## config.mk

```make
export PLATFORM = sky130hd
export DESIGN_NAME = mandel_pixel_dispatcher
export DESIGN_NICKNAME = d
export VERILOG_FILES = /design/src/rtl/mandel_pixel_dispatcher.sv
export SDC_FILE = /design/constraint.sdc
export NUM_CORES = 1
export LEC_CHECK = 0
export BUFFER_PORTS_ARGS = -buffer_cell sky130_fd_sc_hd__buf_4
export CORE_ASPECT_RATIO = 1.5
export CORE_MARGIN = 2
export CORE_UTILIZATION = 40
export DETAILED_ROUTE_END_ITERATION = 7
export PLACE_DENSITY_LB_ADDON = 0.3
export SLEW_MARGIN = 20
export SYNTH_ARGS = -nofsm -noshare
export SYNTH_HDL_FRONTEND = slang
export SYNTH_SLANG_ARGS = --single-unit
```

## constraint.sdc

```tcl
create_clock -name sysclk -period 6.8 [get_ports sysclk]
set_clock_uncertainty 0.1 [all_clocks]
set_input_delay 0.34 -clock sysclk [delete_from_list [all_inputs] [get_ports sysclk]]
set_output_delay 0.34 -clock sysclk [all_outputs]
set_load 0.1 [all_outputs]
```

## src/rtl/mandel_pixel_dispatcher.sv

```systemverilog
// Raster-scan pixel dispatcher: walks an H_RES x V_RES frame and issues one depth
// calculation per pixel. Each result is handed downstream on a valid/ready stream.
module mandel_pixel_dispatcher #(
    parameter int WORD_LENGTH = 32,
    parameter int FRAC        = 28,
    parameter int H_RES       = 640,
    parameter int V_RES       = 480,
    parameter int XW          = 10,
    parameter int YW          = 10
) (
    input  logic                   sysclk,
    input  logic                   reset,
    input  logic                   frame_start,
    input  logic [WORD_LENGTH-1:0] re_origin,
    input  logic [WORD_LENGTH-1:0] im_origin,
    input  logic [WORD_LENGTH-1:0] step,
    input  logic [7:0]             max_iter_cfg,
    output logic                   calc_start,
    output logic [WORD_LENGTH-1:0] re_c,
    output logic [WORD_LENGTH-1:0] im_c,
    output logic [7:0]             max_iter,
    input  logic [9:0]             calc_depth,
    input  logic                   calc_done,
    output logic                   pix_valid,
    input  logic                   pix_ready,
    output logic [XW-1:0]          pix_x,
    output logic [YW-1:0]          pix_y,
    output logic [9:0]             pix_depth,
    output logic                   pix_last,
    output logic                   busy,
    output logic                   frame_done
);

    if (FRAC < 1 || FRAC >= WORD_LENGTH) begin : g_bad_frac
        $error("FRAC must leave at least one integer bit in WORD_LENGTH");
    end

    typedef enum logic [1:0] {IDLE, ISSUE, WAIT, EMIT} state_t;

    localparam logic [XW-1:0] X_LAST = XW'(H_RES - 1);
    localparam logic [YW-1:0] Y_LAST = YW'(V_RES - 1);

    state_t                   state_q, state_d;
    logic [XW-1:0]            x_q, x_d;
    logic [YW-1:0]            y_q, y_d;
    logic [WORD_LENGTH-1:0]   re_c_q, re_c_d;
    logic [WORD_LENGTH-1:0]   im_c_q, im_c_d;
    logic [WORD_LENGTH-1:0]   re_org_q, re_org_d;
    logic [WORD_LENGTH-1:0]   step_q, step_d;
    logic [7:0]               max_iter_q, max_iter_d;
    logic                     pix_valid_q, pix_valid_d;
    logic                     pix_last_q, pix_last_d;
    logic [XW-1:0]            pix_x_q, pix_x_d;
    logic [YW-1:0]            pix_y_q, pix_y_d;
    logic [9:0]               pix_depth_q, pix_depth_d;
    logic                     frame_done_q, frame_done_d;

    logic x_at_end;
    logic y_at_end;

    assign x_at_end = (x_q == X_LAST);
    assign y_at_end = (y_q == Y_LAST);

    always_ff @(posedge sysclk or posedge reset) begin
        if (reset) begin
            state_q      <= IDLE;
            x_q          <= '0;
            y_q          <= '0;
            re_c_q       <= '0;
            im_c_q       <= '0;
            re_org_q     <= '0;
            step_q       <= '0;
            max_iter_q   <= '0;
            pix_valid_q  <= 1'b0;
            pix_last_q   <= 1'b0;
            pix_x_q      <= '0;
            pix_y_q      <= '0;
            pix_depth_q  <= '0;
            frame_done_q <= 1'b0;
        end else begin
            state_q      <= state_d;
            x_q          <= x_d;
            y_q          <= y_d;
            re_c_q       <= re_c_d;
            im_c_q       <= im_c_d;
            re_org_q     <= re_org_d;
            step_q       <= step_d;
            max_iter_q   <= max_iter_d;
            pix_valid_q  <= pix_valid_d;
            pix_last_q   <= pix_last_d;
            pix_x_q      <= pix_x_d;
            pix_y_q      <= pix_y_d;
            pix_depth_q  <= pix_depth_d;
            frame_done_q <= frame_done_d;
        end
    end

    always_comb begin
        state_d      = state_q;
        x_d          = x_q;
        y_d          = y_q;
        re_c_d       = re_c_q;
        im_c_d       = im_c_q;
        re_org_d     = re_org_q;
        step_d       = step_q;
        max_iter_d   = max_iter_q;
        pix_valid_d  = pix_valid_q;
        pix_last_d   = pix_last_q;
        pix_x_d      = pix_x_q;
        pix_y_d      = pix_y_q;
        pix_depth_d  = pix_depth_q;
        frame_done_d = 1'b0;

        unique case (state_q)
            IDLE: begin
                if (frame_start) begin
                    re_org_d   = re_origin;
                    step_d     = step;
                    max_iter_d = max_iter_cfg;
                    x_d        = '0;
                    y_d        = '0;
                    re_c_d     = re_origin;
                    im_c_d     = im_origin;
                    state_d    = ISSUE;
                end
            end
            ISSUE: begin
                state_d = WAIT;
            end
            WAIT: begin
                if (calc_done) begin
                    pix_depth_d = calc_depth;
                    pix_x_d     = x_q;
                    pix_y_d     = y_q;
                    pix_last_d  = x_at_end && y_at_end;
                    pix_valid_d = 1'b1;
                    state_d     = EMIT;
                end
            end
            EMIT: begin
                // Coordinates only advance on acceptance, so the calculator inputs
                // stay frozen for the whole lifetime of the pending result.
                if (pix_ready) begin
                    pix_valid_d = 1'b0;
                    if (pix_last_q) begin
                        frame_done_d = 1'b1;
                        state_d      = IDLE;
                    end else if (x_at_end) begin
                        x_d     = '0;
                        y_d     = y_q + YW'(1);
                        re_c_d  = re_org_q;
                        im_c_d  = im_c_q - step_q;
                        state_d = ISSUE;
                    end else begin
                        x_d     = x_q + XW'(1);
                        re_c_d  = re_c_q + step_q;
                        state_d = ISSUE;
                    end
                end
            end
            default: state_d = IDLE;
        endcase
    end

    assign calc_start = (state_q == ISSUE);
    assign busy       = (state_q != IDLE);
    assign re_c       = re_c_q;
    assign im_c       = im_c_q;
    assign max_iter   = max_iter_q;
    assign pix_valid  = pix_valid_q;
    assign pix_last   = pix_last_q;
    assign pix_x      = pix_x_q;
    assign pix_y      = pix_y_q;
    assign pix_depth  = pix_depth_q;
    assign frame_done = frame_done_q;

endmodule

```

After elaboration in Yosys (flattened, before gate mapping)
Index checks and enable logic that the tools add are counted.
{ "classes": {"add_sub_neg": 4, "n_eq_ne": 10, "muxes": 30, "reduce_logical": 11} }
{ "ops": {"columns": ["cell", "n"], "rows": [
  ["$mux 32", 8],
  ["$pmux 32 s2", 2],
  ["$mux 10", 7],
  ["$pmux 10 s2", 2],
  ["$add 32x32->32", 1],
  ["$sub 32x32->32", 1],
  ["$add 10x1->10 const B", 2],
  ["$eq 10x10->1 const B", 1],
  ["$eq 10x9->1 const B", 1],
  ["$ne 2x2->1 const B", 5],
  ["$pmux 2 s4", 1],
  ["$mux 1", 6],
  ["$mux 2", 3],
  ["$reduce_and 3->1", 2],
  ["$reduce_bool 2->1", 3],
  ["$reduce_and 5->1", 1],
  ["$eq 2x2->1 const B", 2],
  ["$reduce_and 2->1", 2],
  ["$reduce_and 4->1", 1],
  ["$eq 2x1->1 const B", 1],
  ["$logic_not 2->1", 1],
  ["$pmux 1 s2", 1],
  ["$logic_and 1x1->1", 1]
]} }
{ "word_totals": {"regBits": 191, "inputBits": 119, "out_inout_bits": 107, "elab_cells": 69} }

Logic depth before layout (Yosys ltp)
Gate-level depths: netlist of run 1.
{ "depth": {"depth_word": 5, "ltp_mapped": 13, "ltp_nobuf": 13} }

Worst setup path after synthesis of run 1
No wires, ideal clock.
{ "synth_path": {"kind": "register -> register", "from": "reg im_c_q[0] (netlist: im_c[0])", "to": "reg im_c_q[30] (netlist: im_c[30])", "setup_ns": 0.083, "arrival_ns": 3.639, "t_required_ns": 6.617, "path_slack_ns": 2.978, "path_stages_with_launch": 13, "path_buffers": 0, "period_less_slack_ns": 3.822, "cell_sequence": "dfrtp_1 > inv_1 > ha_1 > fa_1 > nor2b_1 > o21a_1 > o21ai_0 > a211oi_1 > o21ai_0 > o41ai_1 > a41oi_1 > xor2_1 > o21ai_0"} }
{ "synth_via": {"elab_chain_cells": 5} }
{ "synth_rtl": {"columns": ["item", "line", "rtl"], "rows": [
  ["from (decl)", "47", "logic [WORD_LENGTH-1:0] im_c_q, im_c_d;"],
  ["from (signal assigned)", "85", "im_c_q <= im_c_d;"],
  ["$sub 32x32->32", "152", "im_c_d = im_c_q - step_q;"],
  ["$mux 32", "148", "end else if (x_at_end) begin"],
  ["$mux 32", "145", "if (pix_last_q) begin"],
  ["$mux 32", "143", "if (pix_ready) begin"],
  ["$pmux 32 s2", "114", "unique case (state_q)"]
]} }
No other way between the ends. The select of a mux whose other input is x is not followed.
A chain may end at the register's enable or synchronous reset.

Worst setup path after layout of run 1
{ "layout_path": {"from": "reg im_c_q[2] (netlist: im_c[2])", "to": "reg im_c_q[24] (netlist: im_c[24])"} }
The elaborated chain is that of the path after synthesis.

==> results of run 1 <==
[through the flow]
step | instance area [um2] | utilization | worst slack, ns
after floorplan | 11200 | - | 1.16
after global placement | 13200 | 0.477 | 3.14
after detailed placement | 13200 | 0.477 | 3.09
after CTS | 14200 | 0.512 | 3.02
after global routing | 14300 | 0.514 | 2.62
final | 14300 | 0.514 | 3.00
[sequential cells by signal, summed over array words and instances (netlist names), 8 cells and up]
name       count
im_c          32
max_iter       8
pix_depth     10
pix_x         10
pix_y         10
re_c          32
re_org_q      32
step_q        32
x_q           10
y_q           10
[cell usage after synthesis (8+ instances only)]
library cell	number	area, um2
clkbuf_1	43	161
a21oi_1	80	400
nand3_1	13	65.1
nand2b_1	8	50.1
inv_1	46	173
or3_1	8	50.1
and3_1	28	175
nor3_1	20	100
o21a_1	9	67.6
nand2_1	121	454
a31oi_1	12	75.1
xnor2_1	30	263
nor2_1	61	229
nand4_1	12	75.1
a21o_1	38	285
mux2i_1	13	130
xor2_1	33	289
mux2_2	103	1160
o211ai_1	16	120
ha_1	68	851
dfrtp_1	191	4780
a211oi_1	9	67.6
o21ai_0	97	485
[layout make-up]
class | count | area (um2) | share of cell area
flip-flops and latches | 191 | 4780 | 0.335
clock inverters | 12 | 125 | 0.00877
repair buffers | 275 | 2190 | 0.153
clock buffers | 20 | 457 | 0.0320
well taps | 346 | 433 | 0.0303
diodes | 2 | 5.00 | 0.000351
multi-input cells | 859 | 6110 | 0.428
inverters | 46 | 180 | 0.0126
[worst register-to-register path: stages (launching register included)]
cell and delay (ns):
dfrtp_1 0.41, ha_1 0.35, nor2b_1 0.16, o21a_1 0.18, o21ai_0 0.34, a211oi_1 0.18
o41ai_1 0.49, o211ai_1 0.27, a221oi_1 0.67, o21ai_0 0.25, xnor2_1 0.19, a21oi_1 0.08
[routing by layer]
layer  global-route usage  vias to the layer above  routed length, um
met5                    0                        -                  0
met4                0.117                        0               1390
met3               0.0424                       64               1600
met2                0.406                      290              17400
met1                0.259                     4676              12600
li1                     -                     4622                  -
[kinds of logic after synthesis]
family	synth area share
adder cells (fa/ha/maj)	0.0795
XOR/XNOR	0.0492
flip-flops	0.426
multiplexers	0.115
buffers and inverters	0.0315
AO/OA/AOI/OAI	0.176
AND/OR/NAND/NOR	0.122
[worst max-delay path by stage]
stage / cells past startpoint / slack (ns) / start / endpoint
floorplan: 1 / 1.16 / reset / frame_done
global placement: 11 / 3.14 / step_q[0] / im_c[30]
detailed placement: 12 / 3.09 / im_c[0] / im_c[30]
CTS: 12 / 3.02 / im_c[0] / im_c[30]
global route: 12 / 2.62 / im_c[0] / im_c[30]
finish: 11 / 3.00 / im_c[2] / im_c[24]
[timing repair]
action,CTS,global route
hold buffers,41,1
buffers inserted,0,0
hold endpoints to repair,98,1
==> impl_metrics.ini, run 1 <==
[clock_network]
clock-root-buffer = clkbuf_16
cts_buffers = 17
clk_latency_ns = 0.46
cts_buffer_depth = 2
cts_resized = 0
cts-htree-levels = 4
cts.clk_slew.worst_paths_ns = 0.07
cts_tree = built
cts.sinks = 191

[sta]
fin_crit_ns = 3.80
worst_pin_slew_ns = 0.966
timing.setup.tns_ns = 0
hold_viol = 0
rsz0062_at_grt = false
whs_ns = 0.0209
fin_crit_sh = 0.558
drv_slew = 0
slew_headroom = 0.356
max_freq_mhz = 263
finalSetupViolCount = 0

[cells_and_area]
final_cell_mix = buf_4, dfrtp_1, nand2_1
n_fill_cell = 2587
nets = 1579
area_growth_pct = 27.3
layout_commonest_cell = buf_4
fin_cells = 1751
drive_above_1_share = 0.272

[place]
io_buffers = 225
dp.cells = 1674
hpwl_mm = 24.1
gp_congestion = 0.915

[yosys]
ys.flop_type = dfrtp_1
ys_types = 64
synth_warnings = 0
ys_seq_area_frac = 0.426
synth-edff-count = 0
synthCells = 1144
synthesis.nets = 1333
ys_ff_latch = 191
syn_area_um2 = 11200
ys_async_sr_fraction = 1.00
avgSynthCellArea_um2 = 9.80

[min_path]
min_to = step_q[28]
hp-start = step[28]
hp-class = primary input to flip-flop
holdPathStages = 2

[detailed_routing]
drt-initial-drc-count = 533
wl_per_cell_um = 18.8
ant_nets = 0
totalWireLength_mm = 32.9
drc = 0
vias = 9652
via_per_inst = 5.51
first_pass_iters = 5

[worst_setup_path]
worstSetupStartpointType = flip-flop
r2r_start = im_c[2]
critPathRequiredTime_ns = 7.02
crit_path_end_kind = flip-flop
path_class = flip-flop to flip-flop
critPathMaxStageDelay_ns = 0.66
rr_worst_depth = 11
critical_path.most_common_cell = o21ai_0
r2r_end = im_c[24]
cpMaxStageDelayCell = a221oi_1
critical_path.top_delay_family = compound AO/OA/AOI/OAI gates
crit_buf_inv = 0
crit_path_max_fanout = 4
cp_cell_sequence = ha_1, nor2b_1, o21a_1, o21ai_0, a211oi_1, o41ai_1, o211ai_1, a221oi_1, o21ai_0, xnor2_1, a21oi_1
cp.arrival_ns = 4.02
rrSetupSlack_ns = 3.00

[floorplan]
start_util = 0.404
dieHeight_um = 209
die_area_um2 = 29400
ios = 226
row_count = 75
core_area_um2 = 27800
die_w_um = 141

[run]
maxCapViolations = 0

[global_routing]
antenna_found_initial = 2
grt_overflow = 0
grt_first_pass_wirelength_mm = 51.9
gr-usage-all-layers = 0.228
grt_pass1_vias = 9782
grt_max_degree = 112

[outcome]
status = completed
Power of run 1 is not shown: default switching activity piles up to over one toggle a cycle in this logic, so the estimate is an artifact.
==> inputs of run 2 (changes only) <==
Clock period 6.8 ns to 3.3 ns, I/O delays scaled along.
==> impl_metrics.ini, run 2 (synthesis results as in run 1) <==
[worst_setup_path]
path_class = flip-flop to flip-flop
crit_path_max_fanout = 5
worstSetupStartpointType = flip-flop
critPathRequiredTime_ns = 3.52
crit_path_end_kind = flip-flop
cp.arrival_ns = 3.42

[cells_and_area]
final_util = 0.555
layout_commonest_cell = buf_4
area_growth_pct = 37.5
final_cell_mix = buf_4, dfrtp_1, nand2_1
final_area_um2 = 15400
drive_above_1_share = 0.305
n_fill_cell = 2479
fin_cells = 1864
nets = 1693

[detailed_routing]
via_per_inst = 5.38
wl_per_cell_um = 19.0
drc = 0
totalWireLength_mm = 35.4
vias = 10000
ant_nets = 0
first_pass_iters = 5
drt-initial-drc-count = 430

[clock_network]
cts_buffers = 17
clock-root-buffer = clkbuf_16
cts-htree-levels = 4
clk_latency_ns = 0.46
cts.clk_slew.worst_paths_ns = 0.07
cts_tree = built
cts.sinks = 191
cts_buffer_depth = 2

[global_routing]
busiest_layer = met2
antenna_found_initial = 1
grt_max_degree = 79
use_met2 = 0.439
grt_first_pass_wirelength_mm = 54.9
grt_pass1_vias = 10200
gr-usage-all-layers = 0.240
grt_use_met1 = 0.269
grt_util_met3 = 0.0348
grt_overflow = 0

[run]
maxCapViolations = 0

[floorplan]
row_count = 75
die_w_um = 141
dieHeight_um = 209
core_area_um2 = 27800
ios = 226
start_util = 0.404
die_area_um2 = 29400

[sta]
hold_viol = 0
fin_crit_sh = 0.971
finalSetupViolCount = 0
worst_pin_slew_ns = 0.979
max_freq_mhz = 312
timing.setup.tns_ns = 0
fin_crit_ns = 3.20
drv_slew = 0
rsz0062_at_grt = true
slew_headroom = 0.346

[min_path]
hp-class = primary input to flip-flop

[outcome]
status = completed

[place]
io_buffers = 225
hpwl_mm = 25.7
gp_congestion = 0.908
postPlaceCellArea_um2 = 13600
dp.cells = 1710
==> run 2: changes by cell type in the layout (fill, tap and decap cells not counted), sizes merged <==
cell         before  now
buf             233  274
bufinv            1    0
clkinv            2    4
clkinvlp          5    3
diode             2    1
dlygate4sd3      42  115
inv              50   51
==> run 2: stage by stage <==
stage / setup slack [ns] / hold slack (ns)
floorplan: -0.141 / 0.216
global placement: 0.0536 / 0.298
detailed placement: -0.0260 / 0.301
CTS: 0.0151 / 0.0112
global route: -0.0440 / 0.0630
finish: 0.0967 / 0.0109
==> run 2: cell type report <==
| type | instances | area [um2] | share of cell area |
|---|---|---|---|
| Multi-Input combinational cell | 859 | 6200 | 0.402 |
| Sequential cell | 191 | 4810 | 0.312 |
| Timing Repair Buffer | 389 | 3260 | 0.211 |
| Clock buffer | 20 | 437 | 0.0283 |
| Tap cell | 346 | 433 | 0.0281 |
| Inverter | 46 | 176 | 0.0114 |
| Clock inverter | 12 | 103 | 0.00665 |
| Antenna cell | 1 | 2.50 | 0.000162 |
==> run 2: metal layers <==
metal	up-vias	part of all wire
li1	4861	-
met1	4892	0.39
met2	218	0.53
met3	65	0.037
met4	0	0.044
met5	-	0
==> run 2: worst max-delay path, cell delays in order, from the launching register on <==
cell and delay [ns]:
dfrtp_1 0.45, ha_1 0.36, a21o_1 0.24, o32ai_2 0.28, a31oi_2 0.12, a32oi_1 0.29, nand3b_1 0.17, a21o_1 0.25
a31o_2 0.28, a31oi_1 0.20, xor2_1 0.19, o221ai_1 0.13
==> run 2: final timing paths <==
| check | from | end | slack, ns | cells past startpoint |
|---|---|---|---|---|
| max in group asynchronous | reset | max_iter[7] | 1.80 | 4 |
| hold reg to reg | pix_depth[7] | pix_depth[7] | 0.41 | 1 |
| min in group asynchronous | reset | im_c[23] | 0.39 | 3 |
| hold / removal | im_origin[18] | im_c[18] | 0.01 | 4 |
| setup reg to reg | step_q[8] | re_c[25] | 0.1 | 11 |
| setup / recovery | step_q[8] | re_c[25] | 0.1 | 11 |
==> run 2: timing repair <==
item,4_1_cts,5_1_grt
hold endpoints to repair,177,0
endpoints found under the setup margin,1,25
hold buffers,115,0
setup buffers,0,6
resized for setup,1,20
pin swaps,0,5
Power of run 2 is left out for the same reason.
==> inputs of run 3 (changes only) <==
Settings changed: CORE_ASPECT_RATIO 1.5 to not set, CTS_CLUSTER_DIAMETER set to 150.
==> impl_metrics.ini, run 3 (synthesis results as in run 1) <==
[cells_and_area]
nets = 1682
drive_above_1_share = 0.297
fin_cells = 1884
final_util = 0.555
final_cell_mix = buf_4, dfrtp_1, nand2_1
insertedDiodeCount = 0
layout_commonest_cell = buf_4
area_growth_pct = 37.1

[global_routing]
grt_max_degree = 84
grt_overflow = 0
antenna_found_initial = 0
gr-usage-all-layers = 0.245
grt_first_pass_wirelength_mm = 54.9
grt_pass1_vias = 9782

[floorplan]
dieHeight_um = 171
core_area_um2 = 27700
ios = 226
die_w_um = 171
die_area_um2 = 29400
start_util = 0.405
row_count = 61

[clock_network]
cts-htree-levels = 4
clock-root-buffer = clkbuf_16
cts_buffer_depth = 2
clk_latency_ns = 0.45
cts.sinks = 191
cts.clk_slew.worst_paths_ns = 0.08
cts_tree = built
cts_buffers = 17

[sta]
fin_crit_ns = 3.24
rsz0062_at_grt = true
fin_crit_sh = 0.982
whs_ns = 0.0253
slew_headroom = 0.530
worst_pin_slew_ns = 0.705
max_freq_mhz = 309
drv_slew = 0
finalSetupViolCount = 0
hold_viol = 0

[run]
maxCapViolations = 0

[worst_setup_path]
crit_path_end_kind = flip-flop
path_class = flip-flop to flip-flop
cp.arrival_ns = 3.47
critPathRequiredTime_ns = 3.53
crit_path_max_fanout = 5
worstSetupStartpointType = flip-flop

[detailed_routing]
first_pass_iters = 5
wl_per_cell_um = 18.9
ant_nets = 0
via_per_inst = 5.38
totalWireLength_mm = 35.7
drt-initial-drc-count = 743
drc = 0
vias = 10100

[min_path]
hp-class = primary input to flip-flop

[place]
gp_congestion = 0.905
hpwl_mm = 25.9
io_buffers = 225
dp.cells = 1736

[outcome]
status = completed
-- run 3: cell count changes in the layout (fill, tap and decap cells not counted), sizes merged --
cell / previous run / this run
clkbuf: 20 / 18
clkinv: 4 / 5
inv: 51 / 52
diode: 1 / 0
buf: 274 / 263
-- run 3: metrics by stage --
stage | instance area (um2) | setup slack (ns) | setup TNS, ns
floorplan | 11300 | -0.141 | -0.141
global placement | 13600 | 0.104 | 0
detailed placement | 13600 | 0.0114 | 0
CTS | 15300 | 0.0162 | 0
global route | 15400 | -0.0708 | -0.126
finish | 15400 | 0.0590 | 0
-- run 3: layout make-up --
type / instances / area (um2)
fill: 2507 / 12300
clock inverter: 14 / 123
inverter: 46 / 176
tap: 378 / 473
timing repair buffer: 378 / 3190
multi-input combinational: 859 / 6170
sequential: 191 / 4810
clock buffer: 18 / 429
-- run 3: path summary, 6_finish.rpt --
| kind | from | end | slack [ns] | cells past startpoint |
|---|---|---|---|---|
| setup / recovery | im_c[17] | im_c[31] | 0.06 | 11 |
| min in group asynchronous | reset | pix_x[7] | 0.20 | 3 |
| setup reg to reg | im_c[17] | im_c[31] | 0.06 | 11 |
| max in group asynchronous | reset | im_c[17] | 2.08 | 4 |
| hold reg to reg | re_org_q[31] | re_c[31] | 0.40 | 2 |
| hold / removal | im_origin[24] | im_c[24] | 0.03 | 4 |
-- run 3: worst max-delay path, cell delays in order (launching register included) --
cell and delay, ns:
dfrtp_2 0.42, ha_1 0.36, a21o_1 0.19, a31o_1 0.19, a221o_1 0.37, a2111oi_4 0.37
o2111ai_2 0.22, a31o_1 0.23, a21oi_2 0.15, xor2_1 0.19, mux2i_1 0.09, a211o_1 0.26
-- run 3: metal layers --
layer	GRT usage	part of all wire
met5	0	0
met4	0.0604	0.015
met3	0.0377	0.049
met2	0.384	0.46
met1	0.354	0.48
-- run 3: repair_timing --
action	CTS	global route
pin swaps	0	3
setup endpoints to repair	1	16
endpoints found under the hold margin	156	0
buffers inserted	0	1
hold buffers	115	0
gates resized for setup	1	14
Power of run 3 is left out for the same reason.
